==> src/rtl/if_prefetch_unit_if.sv <==
// Fetch-stage bundle: instruction-memory request/response, execute redirect,
// and the decode-side valid/ready channel.
interface if_prefetch_unit_if #(
  parameter int unsigned AW = 32
);
  // Instruction memory request / response
  logic          imem_req;
  logic [AW-1:0] imem_addr;
  logic          imem_ack;
  logic          imem_rvalid;
  logic [31:0]   imem_rdata;
  // Redirect from execute
  logic          br_en;
  logic [AW-1:0] br_target;
  // Decode channel
  logic          id_valid;
  logic          id_ready;
  logic [31:0]   id_ir;
  logic [AW-1:0] id_npc;

  // Fetch unit side
  modport master (
    output imem_req, imem_addr,
    input  imem_ack, imem_rvalid, imem_rdata,
    input  br_en, br_target,
    output id_valid, id_ir, id_npc,
    input  id_ready
  );

  // Memory / execute / decode side
  modport slave (
    input  imem_req, imem_addr,
    output imem_ack, imem_rvalid, imem_rdata,
    output br_en, br_target,
    input  id_valid, id_ir, id_npc,
    output id_ready
  );
endinterface

==> src/rtl/if_prefetch_unit.sv <==
// Instruction-fetch stage: owns the PC, issues word fetches under a credit
// limit, buffers in-order responses in a DEPTH-entry prefetch FIFO and hands
// {IR, NPC} pairs to decode. A redirect flushes queued entries and marks every
// in-flight response for discard.
// Optional build macro: IF_PERF_CNT_EN adds saturating pop/bubble counters.
module if_prefetch_unit #(
  parameter int unsigned   AW       = 32,
  parameter int unsigned   DEPTH    = 4,
  parameter logic [AW-1:0] RESET_PC = '0
) (
  input  logic               clk,
  input  logic               RN,
  if_prefetch_unit_if.master bus
`ifdef IF_PERF_CNT_EN
  ,
  output logic [31:0]        perf_fetch_cnt,
  output logic [31:0]        perf_bubble_cnt
`endif
);

  localparam int unsigned PW = (DEPTH > 1) ? $clog2(DEPTH) : 1;
  localparam int unsigned CW = PW + 1;
  localparam int unsigned SW = CW + 1;

  typedef struct packed {
    logic [31:0]   ir;
    logic [AW-1:0] npc;
  } fifo_entry_t;

  logic [AW-1:0] r_pc;
  fifo_entry_t   r_fifo [DEPTH];
  logic [PW-1:0] r_fifo_rd;
  logic [PW-1:0] r_fifo_wr;
  logic [CW-1:0] r_fifo_cnt;
  logic [AW-1:0] r_shadow [DEPTH];
  logic [PW-1:0] r_sh_rd;
  logic [PW-1:0] r_sh_wr;
  logic [CW-1:0] r_outstanding;
  logic [CW-1:0] r_discard;

  logic          w_fifo_empty;
  logic          w_credit_ok;
  logic          w_req;
  logic          w_fire;
  logic          w_valid;
  logic          w_pop;
  logic          w_rsp;
  logic          w_drop;
  logic          w_push;
  logic [CW-1:0] w_outstanding_nxt;
  fifo_entry_t   w_push_entry;
  fifo_entry_t   w_head;

  // Issue credit, dequeue qualifiers and response routing
  always_comb begin
    w_fifo_empty      = (r_fifo_cnt == '0);
    w_credit_ok       = (SW'(r_fifo_cnt) + SW'(r_outstanding)) < SW'(DEPTH);
    w_req             = !RN && !bus.br_en && w_credit_ok;
    w_fire            = w_req && bus.imem_ack;
    w_valid           = !w_fifo_empty && !bus.br_en;
    w_pop             = w_valid && bus.id_ready;
    w_rsp             = bus.imem_rvalid;
    w_drop            = w_rsp && (r_discard != '0);
    w_push            = w_rsp && (r_discard == '0) && !bus.br_en;
    w_outstanding_nxt = r_outstanding + CW'(w_fire) - CW'(w_rsp);
    w_push_entry.ir   = bus.imem_rdata;
    w_push_entry.npc  = r_shadow[r_sh_rd] + AW'(1);
    w_head            = w_fifo_empty ? '0 : r_fifo[r_fifo_rd];
  end

  // Program counter: redirect target, else advance on accepted request
  always_ff @(posedge clk) begin
    if (RN) begin
      r_pc <= RESET_PC;
    end else if (bus.br_en) begin
      r_pc <= bus.br_target;
    end else if (w_fire) begin
      r_pc <= r_pc + AW'(1);
    end
  end

  // Outstanding request count; in-flight fetches survive a redirect
  always_ff @(posedge clk) begin
    if (RN) begin
      r_outstanding <= '0;
    end else begin
      r_outstanding <= w_outstanding_nxt;
    end
  end

  // Discard budget: every response still in flight at a redirect is stale
  always_ff @(posedge clk) begin
    if (RN) begin
      r_discard <= '0;
    end else if (bus.br_en) begin
      r_discard <= w_outstanding_nxt;
    end else if (w_drop) begin
      r_discard <= r_discard - CW'(1);
    end
  end

  // Address shadow queue pointers: one entry per outstanding request
  always_ff @(posedge clk) begin
    if (RN) begin
      r_sh_wr <= '0;
      r_sh_rd <= '0;
    end else begin
      if (w_fire) begin
        r_sh_wr <= r_sh_wr + PW'(1);
      end
      if (w_rsp) begin
        r_sh_rd <= r_sh_rd + PW'(1);
      end
    end
  end

  // Address shadow storage, written with the PC of each accepted request
  always_ff @(posedge clk) begin
    if (w_fire) begin
      r_shadow[r_sh_wr] <= r_pc;
    end
  end

  // Prefetch FIFO pointers and occupancy; redirect empties it
  always_ff @(posedge clk) begin
    if (RN) begin
      r_fifo_rd  <= '0;
      r_fifo_wr  <= '0;
      r_fifo_cnt <= '0;
    end else if (bus.br_en) begin
      r_fifo_rd  <= '0;
      r_fifo_wr  <= '0;
      r_fifo_cnt <= '0;
    end else begin
      if (w_push) begin
        r_fifo_wr <= r_fifo_wr + PW'(1);
      end
      if (w_pop) begin
        r_fifo_rd <= r_fifo_rd + PW'(1);
      end
      r_fifo_cnt <= r_fifo_cnt + CW'(w_push) - CW'(w_pop);
    end
  end

  // Prefetch FIFO storage
  always_ff @(posedge clk) begin
    if (w_push) begin
      r_fifo[r_fifo_wr] <= w_push_entry;
    end
  end

  assign bus.imem_req  = w_req;
  assign bus.imem_addr = r_pc;
  assign bus.id_valid  = w_valid;
  assign bus.id_ir     = w_head.ir;
  assign bus.id_npc    = w_head.npc;

`ifdef IF_PERF_CNT_EN
  logic [31:0] r_perf_fetch;
  logic [31:0] r_perf_bubble;

  // Saturating counters: delivered instructions and decode-starved cycles
  always_ff @(posedge clk) begin
    if (RN) begin
      r_perf_fetch  <= '0;
      r_perf_bubble <= '0;
    end else begin
      if (w_pop && (r_perf_fetch != '1)) begin
        r_perf_fetch <= r_perf_fetch + 32'd1;
      end
      if (bus.id_ready && !w_valid && (r_perf_bubble != '1)) begin
        r_perf_bubble <= r_perf_bubble + 32'd1;
      end
    end
  end

  assign perf_fetch_cnt  = r_perf_fetch;
  assign perf_bubble_cnt = r_perf_bubble;
`endif

endmodule

==> src/flat_wrapper.sv <==
// flat-port wrapper written by rule: the top's interface ports become plain ports
module if_prefetch_unit_flat 
#(
  parameter int unsigned   AW       = 32,
  parameter int unsigned   DEPTH    = 4,
  parameter logic [AW-1:0] RESET_PC = '0
)
  (clk, RN, bus_imem_req, bus_imem_addr, bus_imem_ack, bus_imem_rvalid, bus_imem_rdata, bus_br_en, bus_br_target, bus_id_valid, bus_id_ir, bus_id_npc, bus_id_ready);
  if_prefetch_unit_if #(.AW(AW)) bus_i ();
  input  logic clk;
  input  logic RN;
  output wire logic [$bits(bus_i.imem_req)-1:0] bus_imem_req;
  output wire logic [$bits(bus_i.imem_addr)-1:0] bus_imem_addr;
  input wire logic [$bits(bus_i.imem_ack)-1:0] bus_imem_ack;
  input wire logic [$bits(bus_i.imem_rvalid)-1:0] bus_imem_rvalid;
  input wire logic [$bits(bus_i.imem_rdata)-1:0] bus_imem_rdata;
  input wire logic [$bits(bus_i.br_en)-1:0] bus_br_en;
  input wire logic [$bits(bus_i.br_target)-1:0] bus_br_target;
  output wire logic [$bits(bus_i.id_valid)-1:0] bus_id_valid;
  output wire logic [$bits(bus_i.id_ir)-1:0] bus_id_ir;
  output wire logic [$bits(bus_i.id_npc)-1:0] bus_id_npc;
  input wire logic [$bits(bus_i.id_ready)-1:0] bus_id_ready;
  assign bus_imem_req = bus_i.imem_req;
  assign bus_imem_addr = bus_i.imem_addr;
  assign bus_i.imem_ack = bus_imem_ack;
  assign bus_i.imem_rvalid = bus_imem_rvalid;
  assign bus_i.imem_rdata = bus_imem_rdata;
  assign bus_i.br_en = bus_br_en;
  assign bus_i.br_target = bus_br_target;
  assign bus_id_valid = bus_i.id_valid;
  assign bus_id_ir = bus_i.id_ir;
  assign bus_id_npc = bus_i.id_npc;
  assign bus_i.id_ready = bus_id_ready;
  if_prefetch_unit #(.AW(AW), .DEPTH(DEPTH), .RESET_PC(RESET_PC)) u_core (.clk(clk), .RN(RN), .bus(bus_i));
endmodule
==> config.mk <==
export PLATFORM = sky130hd
export DESIGN_NAME = if_prefetch_unit_flat
export DESIGN_NICKNAME = d
export VERILOG_FILES = /design/src/rtl/if_prefetch_unit_if.sv /design/src/rtl/if_prefetch_unit.sv /design/src/flat_wrapper.sv
export SDC_FILE = /design/constraint.sdc
export NUM_CORES = 1
export LEC_CHECK = 0
export ABC_AREA = 0
export BUFFER_PORTS_ARGS = -buffer_cell sky130_fd_sc_hd__buf_2
export CAP_MARGIN = 20
export CORE_MARGIN = 4
export CORE_UTILIZATION = 59
export DETAILED_ROUTE_END_ITERATION = 12
export PLACE_DENSITY = 0.79
export SLEW_MARGIN = 25
export SYNTH_ARGS = -nofsm -noshare
export SYNTH_HDL_FRONTEND = slang
export SYNTH_SLANG_ARGS = --single-unit
==> constraint.sdc <==
create_clock -name clk -period 4.15 [get_ports clk]
set_clock_uncertainty 0.15 [all_clocks]
set_input_delay 0.415 -clock clk [delete_from_list [all_inputs] [get_ports clk]]
set_output_delay 0.415 -clock clk [all_outputs]
set_load 0.02 [all_outputs]
==> summary.txt <==
Global route
  • Largest net degree at the start of global routing: 66
  • Initial antenna violation count: 0
  • Grt met3 use: 0.0327
  • Busiest metal layer after global routing: met2
  • Vias in the first global route: roughly 10000
  • Met2 Resource Use GR: 0.369
  • First-pass GRT wire length: 58500 um
  • Overall Global Routing Usage: 0.223
  • GRT overflow: 0
  • Grt met1 use: 0.320

Run status
  • Status: finished, final reports clean

Logic synthesis
  • Post-synth top area cell: edfxtp_1
  • Post-synth top area share: 0.642
  • Synth cell types: 57
  • Mapped Area: 18000 um^2
  • Synth async-reset ratio: 0
  • Post-Synthesis Cells: ~1000
  • Post-synth EDFFs: approximately 380
  • YS warnings: 0
  • Synthesis-stage register bit count: around 440
  • Post-synth top flop: edfxtp_1
  • Post-synthesis sequential area ratio: 0.701
  • Post-Syn Nets: about 1100
  • Avg Inst Size Synth: roughly 17 um^2
  • Synth area leaders: edfxtp_1 (64%), mux4_2 (11%), dfxtp_1 (5.9%), nor2b_1 (2.3%), mux4_1 (1.8%)

Floorplanning
  • Die height: roughly 180 um
  • DIE AREA: around 33000 um^2
  • Starting density of the core: 0.603
  • Total core area: about 30000 um^2
  • Rows: between 60 and 70
  • Width of the chip: ~180 um
  • I/O Pins: between 150 and 200

Clocking
  • Worst-path clk slew: 0.06 ns
  • CTS max path bufs: 3
  • CTS buffer count: 43
  • Clk_lat worst skew: 0.54 ns
  • Clock Tree Root: clkbuf_16
  • CTS tree: yes
  • Post-CTS sizing: 0
  • Clk sinks: 437
  • H-tree Lvls: 2

Route
  • Vias per cell: 6.05
  • Final WL: between 30000 and 40000 um
  • DR DRC count: 0
  • 1st-iter DRT viols: around 810
  • DR WL/cell: around 22 um
  • Count of antenna-violating nets left after detailed routing: 0
  • Vias: about 10000
  • First-pass DRT Iterations: 6

Cells and area
  • Final #Nets: around 1400
  • Layout cells sized above 1: 0.268
  • Final Non-Filler Cells: about 1700
  • Layout Area Growth over Synthesis: 17.8%
  • # diodes: 0

Job
  • Max Cap Violations: 0

Timing
  • Least-Margin Pin Slew: ~1.0 ns
  • Period utilisation layout: 0.783
  • Setup_tns: 0 ns
  • Max_slew headroom: 0.322
  • Tmin final: 3.25 ns
  • Max Slew Vio Count: 0
  • Fin. Hold Viols: 0
  • Endpoints failing setup: 0
  • RSZ-0062 raised after global routing: no
  • F_max: around 310 MHz

Place
  • Placer congestion estimate: 0.802
  • Port Buffers: approximately 170
  • Final HPWL DP: 21500 um
  • Placed cells: 1554

Setup path
  • Setup Crit Path Kind: reg -> reg
  • Arr. time, crit path: ~3.4 ns
  • Worst Setup End Kind: register
  • Crit path launch type: register
  • CP required: about 4.3 ns
  • Crit-path max FO: 13

Pwr
  • Worst IR Drop VDD: between 200 and 300 uV
  • Power Dens Cells: between 400 and 500 nW/um^2
  • Lkg Pwr: between 7 and 8 nW

Min path
  • HP Class: in -> reg
cells in the mapped netlist (all sizes together), types with 3 or more instances:
cell and number:
mux4 96, a41oi 3, nand4 21, a211oi 4, xor2 27, nor3b 5
buf 22, nand2 39, a32oi 5, nor2 36, and2 15, clkbuf 31
and3 8, nor2b 66, o21ai 16, nor4 10, dfxtp 53, nand3 18
or3 3, a311oi 3, a21oi 30, ha 18, inv 27, xnor2 20
a31oi 17, nor3 14, nor4b 5, and4 9, edfxtp 384, o211ai 4
kinds of logic (layout without fill, tap and decap cells):
logic type / after synthesis / count (layout) / synth area share
muxes: 98 / 98 / 0.124
buffers and inverters: 80 / 346 / 0.0207
AOI/OAI and AO/OA: 93 / 93 / 0.0325
adders and majority gates: 20 / 20 / 0.0148
DFF: 437 / 437 / 0.701
xor gates and xnor gates: 47 / 47 / 0.0229
and+or+nand+nor: 256 / 256 / 0.0837
metal layers:
layer | share of wire | vias up
met1 | 0.42 | 5104
met5 | 0 | -
met2 | 0.50 | 482
li1 | - | 4546
met3 | 0.066 | 66
met4 | 0.020 | 0
path summary, 6_finish.rpt:
check	from	endpoint	slack [ns]	cells past startpoint
worst min-delay path	bus_br_target[18]	u_core.bus.imem_addr[18]	0.03	3
worst max register to register	register	u_core.r_fifo[0][24]	0.90	6
worst max-delay path	register	u_core.r_fifo[0][24]	0.90	6
worst min register to register	u_core.r_sh_wr[1]	u_core.r_sh_wr[1]	0.35	2
report_power, final:
part	internal (W)	total [W]	switching [W]
clock network	0.00218	0.00377	0.00159
registers	0.00497	0.00508	0.000108
logic	0.000356	0.000849	0.000494
flip-flops by register name, indices dropped and copies added (netlist names), named ones only:
register and cells:
u_core.r_shadow 128, u_core.r_fifo_cnt 3, u_core.r_sh_wr 2, u_core.r_outstanding 3, u_core.bus.imem_addr 32, u_core.r_fifo_rd 2
u_core.r_fifo_wr 2, u_core.r_discard 3, u_core.r_fifo 256, u_core.r_sh_rd 2
area by class of cell:
type	instances	area, um^2
clock buffers	59	1170
clock inverters	20	209
fillers	1794	8650
inverters	27	101
multi-input cells	514	5000
flip-flops and latches	437	12600
well taps	390	488
repair buffers	240	1580
critical path, cell delays in order (launching register included):
cell     delay (ns)
dfxtp_1        0.74
mux4_2         0.41
ha_1           0.22
and4_1         0.26
nand3_1        0.44
nor4_1         0.44
xor2_1         0.36
layout by cell type, fill, tap and decap left out, types with 11 or more instances in the layout:
cell type,instances
xnor2_1,20
mux4_2,84
nor3_1,13
nand4_1,19
nand2_1,39
dfxtp_1,50
clkbuf_16,43
inv_1,27
clkbuf_1,13
nor2b_1,66
buf_4,14
o21ai_0,16
a21oi_1,30
mux4_1,12
ha_1,18
nand3_1,18
nor2_1,36
a31oi_1,17
xor2_1,27
buf_2,167
edfxtp_1,384
and2_1,11
dlygate4sd3_1,54
what timing repair did:
action                                 4_1_cts  5_1_grt
endpoints found under the hold margin      150        0
setup buffers                                0        0
hold buffers                                54        0
per-stage QoR:
step	total power (W)	utilization	hold slack, ns	worst slack, ns	area (um^2)
after detailed placement	0.00597	0.645	0.346	1.00	19200
after global routing	0.0101	0.710	0.0363	0.650	21100
after floorplan	0.00570	-	0.319	1.15	18000
after global placement	0.00593	0.645	0.330	1.10	19200
final	0.00970	0.710	0.0269	0.901	21100
after CTS	0.00975	0.710	0.00647	0.903	21100
No activity file was read; power rests on OpenSTA's default activity.
